==> config.mk <==
export PLATFORM = sky130hd
export DESIGN_NAME = wb_img_packer
export DESIGN_NICKNAME = d
export VERILOG_FILES = /design/src/rtl/wb_img_packer.sv
export SDC_FILE = /design/constraint.sdc
export NUM_CORES = 1
export LEC_CHECK = 0
export ABC_AREA = 1
export CORE_ASPECT_RATIO = 1.1
export CORE_UTILIZATION = 39
export DETAILED_ROUTE_END_ITERATION = 6
export HOLD_SLACK_MARGIN = 0.03
export PLACE_DENSITY = 0.7
export SYNTH_ARGS = -nofsm -noshare
export SYNTH_HDL_FRONTEND = slang
export SYNTH_SLANG_ARGS = --single-unit
==> constraint.sdc <==
create_clock -name wb_clk_i -period 1.65 [get_ports wb_clk_i]
set_input_delay 0.33 -clock wb_clk_i [delete_from_list [all_inputs] [get_ports wb_clk_i]]
set_output_delay 0.33 -clock wb_clk_i [all_outputs]
set_load 0.05 [all_outputs]
==> src/rtl/wb_img_packer.sv <==
// rtl/wb_img_packer.sv - packs 3 pixel bytes per word and writes them to a conv instance image window over Wishbone.
// Optional ack timeout guarded by WB_TIMEOUT_EN.
module wb_img_packer #(
  parameter int          NO_OF_INSTS    = 4,
  parameter int          IMG_WORDS      = 32,
  parameter logic [31:0] IMG_BASE_ADDR  = 32'h3000_0100,
  parameter int          INST_SHIFT     = 24,
  parameter int          TIMEOUT_CYCLES = 64
) (
  input  logic        wb_clk_i,
  input  logic        wb_rst_i,
  input  logic        start,
  input  logic [1:0]  inst_sel,
  input  logic        pix_valid,
  input  logic [7:0]  pix_data,
  output logic        pix_ready,
  output logic        busy,
  output logic        done,
  output logic        err,
  output logic [5:0]  word_cnt,
  output logic        wbm_cyc_o,
  output logic        wbm_stb_o,
  output logic        wbm_we_o,
  output logic [3:0]  wbm_sel_o,
  output logic [31:0] wbm_adr_o,
  output logic [31:0] wbm_dat_o,
  input  logic        wbm_ack_i
);

  localparam int TMO_W = $clog2(TIMEOUT_CYCLES + 1);
`ifdef WB_TIMEOUT_EN
  localparam bit TMO_EN = 1'b1;
`else
  localparam bit TMO_EN = 1'b0;
`endif

  typedef enum logic [1:0] {S_IDLE, S_COLLECT, S_WRITE, S_FINISH} state_e;

  state_e             state_q;
  logic [1:0]         byte_cnt_q;
  logic [1:0]         inst_q;
  logic [15:0]        lane_q;
  logic [5:0]         word_cnt_q, word_cnt_d;
  logic [31:0]        adr_q, adr_d;
  logic [31:0]        dat_q;
  logic               pix_ready_q, busy_q, done_q, err_q;
  logic               cyc_q, stb_q, we_q;
  logic [3:0]         sel_q;
  logic [TMO_W-1:0]   tmo_cnt_q;
  logic               start_ok, pix_xfer, tmo_hit;

  always_comb begin
    start_ok   = start && (32'(inst_sel) < NO_OF_INSTS);
    pix_xfer   = pix_valid && pix_ready_q;
    word_cnt_d = word_cnt_q + 6'd1;
    adr_d      = IMG_BASE_ADDR + (32'(inst_q) << INST_SHIFT) + {24'd0, word_cnt_q, 2'b00};
    tmo_hit    = TMO_EN && (tmo_cnt_q == TMO_W'(TIMEOUT_CYCLES - 1));
  end

  always_ff @(posedge wb_clk_i) begin
    if (wb_rst_i) begin
      state_q     <= S_IDLE;
      byte_cnt_q  <= 2'd0;
      inst_q      <= 2'd0;
      lane_q      <= 16'd0;
      word_cnt_q  <= 6'd0;
      adr_q       <= 32'd0;
      dat_q       <= 32'd0;
      pix_ready_q <= 1'b0;
      busy_q      <= 1'b0;
      done_q      <= 1'b0;
      err_q       <= 1'b0;
      cyc_q       <= 1'b0;
      stb_q       <= 1'b0;
      we_q        <= 1'b0;
      sel_q       <= 4'h0;
      tmo_cnt_q   <= '0;
    end else begin
      done_q <= 1'b0;
      case (state_q)
        S_IDLE: begin
          if (start) begin
            if (start_ok) begin
              state_q    <= S_COLLECT;
              inst_q     <= inst_sel;
              err_q      <= 1'b0;
              word_cnt_q <= 6'd0;
              byte_cnt_q <= 2'd0;
              busy_q     <= 1'b1;
            end else begin
              err_q <= 1'b1;
            end
          end
        end
        S_COLLECT: begin
          // ready rises one cycle after entry, giving the return cycle between words
          pix_ready_q <= 1'b1;
          if (pix_xfer) begin
            case (byte_cnt_q)
              2'd0: begin
                lane_q[7:0] <= pix_data;
                byte_cnt_q  <= 2'd1;
              end
              2'd1: begin
                lane_q[15:8] <= pix_data;
                byte_cnt_q   <= 2'd2;
              end
              default: begin
                byte_cnt_q  <= 2'd0;
                pix_ready_q <= 1'b0;
                state_q     <= S_WRITE;
                cyc_q       <= 1'b1;
                stb_q       <= 1'b1;
                we_q        <= 1'b1;
                sel_q       <= 4'hf;
                adr_q       <= adr_d;
                dat_q       <= {8'd0, pix_data, lane_q};
                tmo_cnt_q   <= '0;
              end
            endcase
          end
        end
        S_WRITE: begin
          if (wbm_ack_i) begin
            cyc_q      <= 1'b0;
            stb_q      <= 1'b0;
            we_q       <= 1'b0;
            sel_q      <= 4'h0;
            word_cnt_q <= word_cnt_d;
            if (word_cnt_d == 6'(IMG_WORDS)) begin
              state_q <= S_FINISH;
              done_q  <= 1'b1;
              busy_q  <= 1'b0;
            end else begin
              state_q <= S_COLLECT;
            end
          end else if (tmo_hit) begin
            cyc_q   <= 1'b0;
            stb_q   <= 1'b0;
            we_q    <= 1'b0;
            sel_q   <= 4'h0;
            err_q   <= 1'b1;
            busy_q  <= 1'b0;
            state_q <= S_IDLE;
          end else begin
            tmo_cnt_q <= tmo_cnt_q + 1'b1;
          end
        end
        S_FINISH: state_q <= S_IDLE;
        default:  state_q <= S_IDLE;
      endcase
    end
  end

  assign pix_ready = pix_ready_q;
  assign busy      = busy_q;
  assign done      = done_q;
  assign err       = err_q;
  assign word_cnt  = word_cnt_q;
  assign wbm_cyc_o = cyc_q;
  assign wbm_stb_o = stb_q;
  assign wbm_we_o  = we_q;
  assign wbm_sel_o = sel_q;
  assign wbm_adr_o = adr_q;
  assign wbm_dat_o = dat_q;

endmodule

# Word level (Yosys, flattened, before mapping)

Cells that the tools add are included.
W data, S select, Z words.

Register bits after elaboration: 92
Bits of input ports: 15
Logic and storage cells: 74

Equality and inequality tests: 10
Add/subtract/negate cells: 3
Bitwise logic cells: 3
Muxes and demuxes: 28
Reduce and logical (&&, ||, !) cells: 17

Operators with widths:

| kind                     | number |
|---|---|
| $add A31 B8 Y32          | 1 |
| $add A30 B26 Y31 const A | 1 |
| $reduce_and A3 Y1        | 5 |
| $mux W2                  | 7 |
| $mux W4                  | 3 |
| $mux W6                  | 2 |
| $pmux W6 S2              | 1 |
| $reduce_and A4 Y1        | 3 |
| $ne A2 B2 Y1 const B     | 5 |
| $mux W1                  | 9 |
| $pmux W2 S2              | 2 |
| $pmux W2 S4              | 1 |
| $pmux W4 S2              | 1 |
| $add A6 B1 Y6 const B    | 1 |
| $eq A6 B6 Y1 const B     | 1 |
| $reduce_bool A2 Y1       | 3 |
| $eq A2 B1 Y1 const B     | 2 |
| $eq A2 B2 Y1 const B     | 2 |
| $logic_not A2 Y1         | 2 |
| $pmux W1 S2              | 2 |
| $not A1 Y1               | 3 |
| $reduce_or A3 Y1         | 1 |
| $reduce_and A2 Y1        | 1 |
| $reduce_or A2 Y1         | 1 |
| $logic_and A1 B1 Y1      | 1 |

# Logic depth before layout (Yosys ltp)

Gate-level depths: netlist (run 1).

Word-level depth: 5
Depth in mapped cells: 9
Mapped depth without buffers: 8

# Worst setup path before layout (run 1)

No wires, ideal clock.

Kind: reg2reg
Start: register pix_ready_q, in the netlist pix_ready
End: register dat_q[16], in the netlist wbm_dat_o[16]
Required time: 1.534 ns
Data arrival time: 1.505 ns
Slack: 0.029 ns
Buffers on the path: 1
Period minus slack after synthesis: 1.621 ns
Cell stages (with the launch flop): 7
Library setup time: 0.116 ns
Path through: dfxtp_1 > nand2_1 > nor2_4 > nand2_4 > clkbuf_1 > o21ai_0 > nor2_1

Longest elaborated chain between the ends: 2

Ends and longest elaborated chain:

| item                        | line | text |
|---|---|---|
| start, declared             | 46   | `logic pix_ready_q, busy_q, done_q, err_q;` |
| start signal, assigned      | 69   | `pix_ready_q <= 1'b0;` |
| start signal, assigned      | 97   | `pix_ready_q <= 1'b1;` |
| start signal, assigned      | 110  | `pix_ready_q <= 1'b0;` |
| $logic_and A1 B1 Y1         | 54   | `pix_xfer = pix_valid && pix_ready_q;` |
| $reduce_and A3 Y1 (no line) | --   |  |
| end signal, assigned        | 117  | `dat_q <= {8'd0, pix_data, lane_q};` |
| end, declared               | 45   | `logic [31:0] dat_q;` |

No other way between the ends.
A chain may end at the register's enable or synchronous reset.

# Worst setup path in the final report (run 1)

Start: register word_cnt_q[1], in the netlist word_cnt[1]
End: output port word_cnt[1]

RTL lines:

| item                   | line | text |
|---|---|---|
| start, declared        | 43   | `logic [5:0] word_cnt_q, word_cnt_d;` |
| start signal, assigned | 129  | `word_cnt_q <= word_cnt_d;` |
| end, declared          | 20   | `output logic [5:0] word_cnt,` |

No word-level cell between the ends.

==> metrics.cfg, run 1 <==
[outcome]
outcome=finished clean

[setup_path]
reg2reg_from=word_cnt[1]
required_ns=1.32
critical_path_class=reg -> out
crit_fanout=6
arrival_ns=1.08
end_kind=output port
crit-reg2reg-capture=busy
crit_end=word_cnt[1]
r2r_cells=6
reg2reg_setup_slack_ns=0.26
startpoint_type=flop
startpoint=word_cnt[1]

[clock_network]
cts_made_buffers=9
cts_max_level=3
clkSinkCount=65
clk_pin_slew_ns=0.07
cts_setup_buffers=0
cts_tree=yes
root_buffer=clkbuf_8
holdBufCountCts=0
ctsResizeCount=0
clk-insertion-delay-late_ns=0.34
clock_path_buffers=2

[floorplanning]
coreArea_sq_um=6967
placementRows=32
fp.dieW_microns=82.78
die_y_microns=90.85
start_util=0.4018
io-pin-count=96
die_area_sq_um=7520

[finish]
utilization=0.5266
area_growth_pct=31.07
final_common_cell=nor2_1
seqCellArea_sq_um=1301
fin_nets=431
multi_input_area_sq_um=1091
num-fill-cells=694
drive_gt1_frac=0.2405
antenna_cells=0
final_cell_mix=nor2_1, dfxtp_1, o21ai_0
final_cells=505

[grt]
track_usage=0.1687
grt_max_degree=44
antenna_found_initial=0
grt_pass1_vias=1989
globalRouteOverflowTotal=0
grt_pass1_wl_mm=9.439

[place]
detailed_place_hpwl_mm=4.263
place.gp.congestion=0.7841
placed_cells=489
portBuffers=65

[logic_synthesis]
seq_area_frac_synth=0.4649
yosysTopAreaCellShare=0.4649
syn_area_per_cell_sq_um=7.974
netlist-cell-type-count=29
ys_ff_latch=65
ys_warn_count=0
synth_area_leaders=dfxtp_1, buf_4, nor2_1
synth_area_sq_um=2799
syn_inst=351
synth_top_area_cell=dfxtp_1

[drt]
wl_mm=5.963
drt-pass1-iter-count=4
via_per_inst=4.545
drtIter0Drc=106
detail-route-antenna-nets=0
drc=0
avgRoutedWirePerCell_microns=11.81
num_vias=2295

[sta]
setup_viol_count_final=0
fmax_mhz=709.0
hold_viol=0
min_period_ns=1.410
rsz0062_at_grt=no
timing.final.crit_share=0.8548
maxSlewViolCount=0
skew_ns=0.007035

[power]
leakagePower_nw=1.579
clock_power_share=0.399
pwr-share-comb=0.139
power_frac_seq=0.462
power.internal_w=0.002563
netSwitchingFraction=0.2760
irDropWorstVdd_mv=0.6033
power_per_cell_area_nw_per_um2=965.1
p_sw_w=0.0009771

[run]
drv_cap=0

[hold_path]
min_path_type=reg -> reg

## critical path, stage by stage, from the launching register on
cell and delay [ns]:
dfxtp_1 0.44, buf_4 0.17, buf_12 0.13
## power by group through the flow
stage | clock network [W] | logic [W] | registers [W]
2_1_floorplan | 0 | 0.000379 | 0.00169
3_3_place_gp | 0 | 0.000488 | 0.00167
3_5_place_dp | 0 | 0.000492 | 0.00167
4_1_cts | 0.00145 | 0.000494 | 0.00163
5_1_grt | 0.00152 | 0.000533 | 0.00164
6_report | 0.00141 | 0.000492 | 0.00163
## per-stage QoR
stage / setup TNS, ns / setup WS [ns] / power (W) / hold slack (ns) / cell area (sq um)
3_5_place_dp: -0.8121 / -0.1188 / 0.002161 / 0.4488 / 3453
6_report: 0 / 0.2396 / 0.003540 / 0.4590 / 3669
4_1_cts: 0 / 0.2188 / 0.003576 / 0.4592 / 3669
3_3_place_gp: -0.3313 / -0.1158 / 0.002156 / 0.4430 / 3453
5_1_grt: 0 / 0.06233 / 0.003694 / 0.4703 / 3669
2_1_floorplan: 0 / 0.02901 / 0.002072 / 0.4295 / 2908
## layer usage
metal  up-vias  GRT usage  part of all wire
met4         0    0.07759             0.023
met2        70     0.2698              0.49
met5         -          0                 0
met3        11    0.04545             0.053
li1       1184          -                 -
met1      1030     0.2059              0.43
## cell usage after synthesis, drive strengths merged
cell type and count:
nand4 2, conb 1, ha 1, nor2 77, inv 23, dfxtp 65, nor3 3, a21oi 30
o21ai 57, nand2 26, nand3 7, clkbuf 9, o31ai 1, buf 49
## state kept, by name (all words and copies together), names as in the netlist
name,cells
wbm_dat_o,24
word_cnt,6
wbm_adr_o,9
lane_q,16
wbm_sel_o,1
busy,1
inst_q,2
done,1
pix_ready,1
state_q,2
byte_cnt_q,2
## final cells by class
type                    instances  share of cell area
inverters                      23             0.02490
multi-input cells             234              0.2974
clock inverters                 4             0.01364
flip-flops and latches         65              0.3547
clock buffers                  12             0.04502
repair buffers                 82              0.2353
well taps                      85             0.02899
## kinds of logic after synthesis
kind of cell	count (synthesis)	share of synthesized area
compound gates	88	0.1663
fa+ha+maj	1	0.004470
buf+inv	81	0.1842
flops	65	0.4649
other cells	1	0.001340
simple gates	115	0.1788
## worst min-delay path by stage
stage | cells after the start | end | from
4_1_cts | 2 | lane_q[1] | lane_q[1]
3_3_place_gp | 2 | lane_q[0] | lane_q[0]
5_1_grt | 2 | wbm_dat_o[4] | lane_q[4]
6_report | 2 | lane_q[0] | lane_q[0]
3_5_place_dp | 2 | lane_q[1] | lane_q[1]
2_1_floorplan | 2 | lane_q[2] | lane_q[2]
(Power assumes the default switching activity.)
==> inputs of run 2 (changes only) <==
--- a/config.mk
+++ b/config.mk
@@ -10,6 +10,7 @@
 export CORE_UTILIZATION = 39
 export DETAILED_ROUTE_END_ITERATION = 6
 export HOLD_SLACK_MARGIN = 0.03
+export MAX_ROUTING_LAYER = met4
 export PLACE_DENSITY = 0.7
 export SYNTH_ARGS = -nofsm -noshare
 export SYNTH_HDL_FRONTEND = slang
==> run 2 against run 1 <==
Sequential share of layout area stayed put. Maximum frequency is 0.10% higher. Hold slack hardly changed. First-iteration DRC count is 8.5% lower. Critical path depth stayed put. Core utilization stayed put. Register-to-register slack hardly changed. Clock power hardly changed. Setup slack better by 0.0014 ns. Global-route usage is 0.48 points higher.
==> metrics.cfg, run 2 (same netlist as run 1, synthesis figures left out) <==
[outcome]
outcome=finished clean

[drt]
drtIter0Drc=97
avgRoutedWirePerCell_microns=11.79
via_per_inst=4.564
wl_met1_mm=2.566
detail-route-antenna-nets=0
wl_met3_microns=329
drc=0
wl_met2_mm=2.962
num_vias=2305
highest_layer=met4
wl_mm=5.953
drt-pass1-iter-count=4

[sta]
setup_viol_count_final=0
fmax_mhz=709.7
skew_ns=0.007215
setup_ws_ns=0.2410
rsz0062_at_grt=no
timing.final.crit_share=0.8539
maxSlewViolCount=0
hold_viol=0
min_period_ns=1.409

[setup_path]
reg2reg_from=state_q[0]
end_kind=output port
cpLargestDelayFamily=flip-flops
arrival_ns=1.08
max_stage_delay_ns=0.44
crit_fanout=6
r2r_cells=6
worstPathCellList=buf_4 -> buf_12
required_ns=1.32
crit-reg2reg-capture=wbm_adr_o[24]
startpoint_type=flop
slowest_stage=dfxtp_1
crit_end=word_cnt[1]
startpoint=word_cnt[1]
critical_path_class=reg -> out
reg2reg_setup_slack_ns=0.25
crit_buf_inv=2
cp.depth=2

[place]
placed_cells=489
portBuffers=65
pre_cts_slack_ns=-0.1188
detailed_place_hpwl_mm=4.263
place.gp.congestion=0.7950
place_area_sq_um=3453

[finish]
num-fill-cells=694
final_common_cell=nor2_1
utilization=0.5266
largest_reg_flops=24
final_cell_mix=nor2_1, dfxtp_1, o21ai_0
drive_gt1_frac=0.2405
multi_input_area_sq_um=1091
final_area_sq_um=3669
antenna_cells=0
final_cells=505
area_growth_pct=31.07
fin_nets=431
seqCellArea_sq_um=1301

[power]
clock_power_share=0.399
power_frac_seq=0.462
power.internal_w=0.002563
leakagePower_nw=1.579
total_power_w=0.003537
p_sw_w=0.0009737
netSwitchingFraction=0.2753
power_per_cell_area_nw_per_um2=964.2
pwr-share-comb=0.139
irDropWorstVdd_mv=0.6025

[clock_network]
cts_setup_buffers=0
cts_tree=yes
cts_made_buffers=9
clkSinkCount=65
clock_path_buffers=2
cts_max_level=3
holdBufCountCts=0
ctsResizeCount=0
root_buffer=clkbuf_8
clk-insertion-delay-late_ns=0.34
clk_pin_slew_ns=0.07

[floorplanning]
die_y_microns=90.85
placementRows=32
coreArea_sq_um=6967
fp.dieW_microns=82.78
io-pin-count=96
die_area_sq_um=7520
start_util=0.4018

[grt]
track_usage=0.1735
globalRouteOverflowTotal=0
grt_max_degree=44
grt_pass1_vias=1984
grt_pass1_wl_mm=9.459
antenna_found_initial=0

[run]
drv_cap=0

[hold_path]
min_path_type=reg -> reg

[run 2: cell counts in the layout (fill, tap and decap cells not counted)]
Identical to the previous run, type by type.
[run 2: layer usage]
layer  track usage  vias up
met5             -        -
met4       0.07759        0
met3       0.04343        9
met2        0.2678       68
met1        0.2097     1040
li1              -     1188
[run 2: final cells by class]
type                            count  share of cell area
Sequential cell                    65              0.3547
Multi-Input combinational cell    234              0.2974
Timing Repair Buffer               82              0.2353
Clock buffer                       12             0.04502
Tap cell                           85             0.02899
Inverter                           23             0.02490
Clock inverter                      4             0.01364
[run 2: through the flow]
step	TNS [ns]	hold WS (ns)
5_1_grt	0	0.4703
6_report	0	0.4588
3_5_place_dp	-0.8121	0.4488
4_1_cts	0	0.4592
2_1_floorplan	0	0.4295
3_3_place_gp	-0.3313	0.4430
[run 2: worst min-delay path by stage]
stage	startpoint	end	slack (ns)	cells past startpoint
after floorplan	lane_q[2]	lane_q[2]	0.43	2
after global placement	lane_q[0]	lane_q[0]	0.44	2
after detailed placement	lane_q[1]	lane_q[1]	0.45	2
after CTS	lane_q[1]	lane_q[1]	0.46	2
after global routing	lane_q[4]	wbm_dat_o[4]	0.47	2
final	lane_q[0]	lane_q[0]	0.46	2
[run 2: worst min-delay path, delay by kind of cell, from the launching register on]
| kind | cells | cell delay (ns) |
|---|---|---|
| DFF | 1 | 0.30 |
| buffers and inverters | 1 | 0.06 |
| AOI/OAI and AO/OA | 1 | 0.06 |
[run 2: power by group through the flow]
stage          clock (W)  combinational [W]  sequential, W
2_1_floorplan          0           0.000379        0.00169
3_3_place_gp           0           0.000488        0.00167
3_5_place_dp           0           0.000492        0.00167
4_1_cts          0.00145           0.000494        0.00163
5_1_grt          0.00153           0.000533        0.00164
6_report         0.00141           0.000491        0.00163
==> inputs of run 3 (changes only) <==
--- a/config.mk
+++ b/config.mk
@@ -6,6 +6,7 @@
 export NUM_CORES = 1
 export LEC_CHECK = 0
 export ABC_AREA = 1
+export ABC_CLOCK_PERIOD_IN_PS = 1650
 export CORE_ASPECT_RATIO = 1.1
 export CORE_UTILIZATION = 39
 export DETAILED_ROUTE_END_ITERATION = 6
==> results of run 3 <==
The final DEF is identical to that of run 2; final timing and power are the same.
